`src/rtl/board_reg_bank.sv`:
```
// board_reg_bank: 2048 board storage with whole-board load, single-cell
// spawn write and a circular undo history of DEPTH snapshots.
module board_reg_bank #(
    parameter int CELLS = 16,
    parameter int WIDTH = 4,
    parameter int DEPTH = 4
) (
    input  logic                       Clk,
    input  logic                       Reset,
    input  logic                       Load,
    input  logic [CELLS*WIDTH-1:0]     D,
    input  logic                       Wr_en,
    input  logic [$clog2(CELLS)-1:0]   Wr_idx,
    input  logic [WIDTH-1:0]           Wr_data,
    input  logic                       Undo,
    output logic [CELLS*WIDTH-1:0]     Data_Out,
    output logic                       Changed,
    output logic                       Undo_avail,
    output logic [$clog2(DEPTH+1)-1:0] Hist_count,
    output logic                       Undo_err
);

    localparam int BW = CELLS * WIDTH;
    localparam int IW = $clog2(CELLS);
    localparam int CW = $clog2(DEPTH + 1);
    localparam int PW = (DEPTH > 1) ? $clog2(DEPTH) : 1;

    logic [BW-1:0] hist [DEPTH];
    logic [PW-1:0] wr_ptr;
    logic [PW-1:0] rd_ptr;
    logic [PW-1:0] wr_ptr_inc;
    logic [PW-1:0] next_ptr;
    logic [CW-1:0] next_count;
    logic [BW-1:0] wr_board;
    logic          hist_empty;
    logic          hist_full;
    logic          do_undo;
    logic          do_err;
    logic          do_load;
    logic          do_wr;

    // Pointer arithmetic: wr_ptr is the next push slot, newest entry sits just
    // behind it. When full, wr_ptr lands on the oldest entry, so a push there
    // overwrites it naturally.
    always_comb begin
        rd_ptr     = (wr_ptr == '0) ? PW'(DEPTH - 1) : wr_ptr - 1'b1;
        wr_ptr_inc = (wr_ptr == PW'(DEPTH - 1)) ? '0 : wr_ptr + 1'b1;
        hist_empty = (Hist_count == '0);
        hist_full  = (Hist_count == CW'(DEPTH));
    end

    // Command decode with priority Undo > Load > Wr_en; Reset handled in the register.
    always_comb begin
        do_undo = Undo && !hist_empty;
        do_err  = Undo && hist_empty;
        do_load = !Undo && Load && (D != Data_Out);
        do_wr   = !Undo && !Load && Wr_en;
    end

    // Next history count and pointer for the accepted command.
    always_comb begin
        next_count = Hist_count;
        next_ptr   = wr_ptr;
        if (do_undo) begin
            next_count = Hist_count - 1'b1;
            next_ptr   = rd_ptr;
        end else if (do_load) begin
            next_ptr = wr_ptr_inc;
            if (!hist_full) begin
                next_count = Hist_count + 1'b1;
            end
        end
    end

    // Board with one cell replaced; an out-of-range index matches no cell.
    always_comb begin
        wr_board = Data_Out;
        for (int i = 0; i < CELLS; i++) begin
            if (Wr_idx == IW'(i)) begin
                wr_board[i*WIDTH +: WIDTH] = Wr_data;
            end
        end
    end

    // Board, history bookkeeping and status pulses.
    always_ff @(posedge Clk) begin
        if (Reset) begin
            Data_Out   <= '0;
            Hist_count <= '0;
            Undo_avail <= 1'b0;
            Changed    <= 1'b0;
            Undo_err   <= 1'b0;
            wr_ptr     <= '0;
        end else begin
            if (do_undo) begin
                Data_Out <= hist[rd_ptr];
            end else if (do_load) begin
                Data_Out <= D;
            end else if (do_wr) begin
                Data_Out <= wr_board;
            end
            Hist_count <= next_count;
            Undo_avail <= (next_count != '0);
            Changed    <= do_load;
            Undo_err   <= do_err;
            wr_ptr     <= next_ptr;
        end
    end

    // Snapshot storage; contents are meaningless until pushed, so no reset.
    always_ff @(posedge Clk) begin
        if (!Reset && do_load) begin
            hist[wr_ptr] <= Data_Out;
        end
    end

endmodule

```
`config.mk`:
```
export PLATFORM = sky130hd
export DESIGN_NAME = board_reg_bank
export DESIGN_NICKNAME = d
export VERILOG_FILES = /design/src/rtl/board_reg_bank.sv
export SDC_FILE = /design/constraint.sdc
export NUM_CORES = 1
export LEC_CHECK = 0
export ABC_CLOCK_PERIOD_IN_PS = 5550
export BUFFER_PORTS_ARGS = -buffer_cell sky130_fd_sc_hd__buf_2
export CELL_PAD_IN_SITES_DETAIL_PLACEMENT = 1
export CELL_PAD_IN_SITES_GLOBAL_PLACEMENT = 1
export CORE_UTILIZATION = 49
export DETAILED_ROUTE_END_ITERATION = 8
export PLACE_DENSITY = 0.9
export SYNTH_ARGS = -nofsm -noshare
export SYNTH_HDL_FRONTEND = slang
export SYNTH_SLANG_ARGS = --single-unit
```
`constraint.sdc`:
```
create_clock -name Clk -period 5.55 [get_ports Clk]
set_clock_uncertainty 0.15 [all_clocks]
set_input_delay 1.11 -clock Clk [delete_from_list [all_inputs] [get_ports Clk]]
set_output_delay 1.11 -clock Clk [all_outputs]
set_load 0.005 [all_outputs]
```
==> impl_metrics.env <==
export IMPL_multi_input_area_um2=4160
export IMPL_yosysTopAreaCell="edfxtp_1"
export IMPL_post_route_drc_count=0
export IMPL_slew_viol_final=0
export IMPL_place_ws_ns=1.14
export IMPL_initial_core_util=0.502
export IMPL_core_area_um2=27000
export IMPL_postCtsSetupBuffers=0
export IMPL_r2r_start="Data_Out[40]"
export IMPL_viasPerCell=6.83
export IMPL_finalSetupTns_ns=0
export IMPL_die_x_um=168
export IMPL_holdWs_ns=0.405
export IMPL_syn_nets=958
export IMPL_port_buffers=146
export IMPL_crit_required_ns=5.81
export IMPL_rows=60
export IMPL_cts_max_level=2
export IMPL_die_h_um=168
export IMPL_yosysSeqAreaShare=0.673
export IMPL_finalSetupViolCount=0
export IMPL_ys_top_cells_by_area="edfxtp_1 (57%), dfxtp_1 (11%), mux4_2 (11%)"
export IMPL_hold_end="hist[2][1]"
export IMPL_async_flop_share=0
export IMPL_grt_overflow=0
export IMPL_area_growth_pct=16.1
export IMPL_grt_pass1_vias=9930
export IMPL_hold_violations=0
export IMPL_fmax_ghz=0.240
export IMPL_antenna_left=0
export IMPL_synth_cell_types=36
export IMPL_hpwl_mm=27.5
export IMPL_grtUsageTotal=0.307
export IMPL_power_density_nw_per_um2=496
export IMPL_place_inst=1318
export IMPL_cts_hold_buf=0
export IMPL_initialDrtViolationCount=1411
export IMPL_antenna_found_initial=1
export IMPL_crit_type="primary input to register"
export IMPL_first_pass_iters=7
export IMPL_crit_path_max_fanout=44
export IMPL_min_path_type="register to register"
export IMPL_ctsResizeCount=0
export IMPL_p_leak_nw=5.26
export IMPL_grt_max_degree=71
export IMPL_pin_count=147
export IMPL_clkSlewWorstSetupHoldPaths_ns=0.06
export IMPL_tightest_slew_ns=1.27
export IMPL_cts_sinks=328
export IMPL_setup_slack_ns=1.39
export IMPL_register_area_um2=9130
export IMPL_crit_arrival_ns=4.42
export IMPL_synth_edf_count=256
export IMPL_drt_wl_total_mm=42.8
export IMPL_clock_root_buffer="clkbuf_16"
export IMPL_wl_per_cell_um=31.0
export IMPL_cts_made_buffers=35
export IMPL_irDropWorstVdd_v=0.000248
export IMPL_cts_tree="yes"
export IMPL_min_period_ns=4.16
export IMPL_die_area_um2=28300
export IMPL_num_fill_cells=2579
export IMPL_finalCritPeriodShare=0.749
export IMPL_worstSkewPairLatency_ns=0.52
export IMPL_synth_cells=874
export IMPL_fin_nets=1098
export IMPL_synth_top_cell_area_share=0.567
export IMPL_synth_area_per_cell_um2=15.5
export IMPL_maxCapViolations=0
export IMPL_cts_buffer_depth=3
export IMPL_grt_setup_unrepaired="no"
export IMPL_place_gp_congestion=0.873
export IMPL_outcome="finished clean"
export IMPL_cp_start_kind="primary input"
export IMPL_ys_ff_latch=328
export IMPL_yosysWarnings=0
export IMPL_ys_flop_type="edfxtp_1"
export IMPL_end_kind="register"
export IMPL_r2r_end="Data_Out[61]"
export IMPL_reg2reg_depth=8
export IMPL_final_cells=1383
export IMPL_grt_pass1_wl_mm=63.8
export IMPL_whs_path_depth=0
export IMPL_r2r_slack_ns=1.68
export IMPL_via_count=9439
export IMPL_layout_drive_gt1_share=0.274
export IMPL_slew_headroom=0.152
export IMPL_startpoint="D[40]"
export IMPL_synth_area_um2=13600
export IMPL_worstHoldStart="Data_Out[1]"
[metrics by stage]
step	utilization	cell area, um2	power (mW)
after floorplan	-	13600	4.72
after global placement	0.541	14600	5.43
after detailed placement	0.541	14600	5.54
after CTS	0.582	15700	7.81
after global routing	0.582	15700	8.07
final	0.582	15700	7.81
[kinds of logic after synthesis]
logic type      after synthesis  synth area share
flops                       328             0.673
simple gates                178            0.0713
compound gates              163            0.0771
mux                          67             0.109
buf+inv                      66            0.0213
xor+xnor                     65            0.0420
fa+ha+maj                     7           0.00646
[state kept, by name (all words and copies together), names as in the netlist]
signal and cells:
Changed 1, Undo_avail 1, Undo_err 1, Data_Out 64, Hist_count 3, wr_ptr 2, hist 256
[final cells by class]
cell class	instances	share of cell area
Clock buffer	57	0.0675
Antenna cell	1	0.000159
Sequential cell	328	0.580
Timing Repair Buffer	162	0.0557
Inverter	7	0.00167
Tap cell	341	0.0271
Clock inverter	7	0.00342
Multi-Input combinational cell	480	0.264
[worst max-delay path, cell delays in order]
cell and delay [ns]:
buf_2 0.11, xnor2_1 0.42, nand4_1 0.21, nor4_1 0.55, nand4_1 0.34, nand2_2 0.49, buf_4 0.60, nand4_1 0.23
a21oi_1 0.31
[worst max path at each step]
stage,end,slack [ns],depth (start not counted)
global placement,hist[1][25],1.29,8
finish,Data_Out[61],1.39,9
CTS,Data_Out[61],1.57,9
detailed placement,Data_Out[61],1.14,9
floorplan,hist[0][0],1.16,9
global route,Data_Out[61],1.43,9
[cells in the final DEF (no fill, tap or decap), drive strengths merged]
cell | netlist | final
a211o | 1 | 1
a211oi | 1 | 1
a21oi | 105 | 105
a222oi | 40 | 40
a22oi | 1 | 1
a31oi | 5 | 5
and2 | 4 | 4
and3 | 5 | 5
and4 | 1 | 1
buf | 20 | 162
clkbuf | 39 | 57
clkinv | 0 | 4
clkinvlp | 0 | 2
dfxtp | 72 | 72
diode | 0 | 1
edfxtp | 256 | 256
ha | 7 | 7
inv | 7 | 8
mux2i | 3 | 3
mux4 | 64 | 64
nand2 | 45 | 45
nand2b | 6 | 6
nand3 | 6 | 6
nand4 | 79 | 79
nor2 | 15 | 15
nor2b | 5 | 5
nor3 | 4 | 4
nor3b | 2 | 2
nor4 | 5 | 5
o211ai | 4 | 4
o21ai | 5 | 5
o311ai | 1 | 1
or4 | 1 | 1
xnor2 | 65 | 65
[layer usage]
metal,share of wire,global-route usage,vias to the layer above
met4,0.046,0.142,0
li1,-,-,3833
met5,0,0,-
met3,0.11,0.0597,130
met2,0.48,0.498,670
met1,0.37,0.403,4806
[cells in the mapped netlist, types with 2 or more instances]
library cell and number:
ha_1 7, o211ai_1 4, a21oi_1 105, edfxtp_1 256
nor3b_1 2, and3_1 5, clkbuf_1 39, nand3_1 6
buf_2 12, a31oi_1 5, nor2b_1 5, nand2_1 45
o21ai_0 5, buf_1 4, nor2_1 14, inv_1 7
nand2b_1 6, dfxtp_1 72, nor3_1 4, nand4_1 79
buf_6 3, mux4_2 64, and2_1 4, a222oi_1 40
xnor2_1 65, mux2i_1 3, nor4_1 4
[report_power, final]
group	leakage (nW)	internal, mW	switching (mW)
Combinational	1.76	0.948	1.21
Sequential	2.96	3.02	0.376
Clock	0.536	1.32	0.941
Total	5.26	5.29	2.53
No activity file was read; power rests on OpenSTA's default activity.
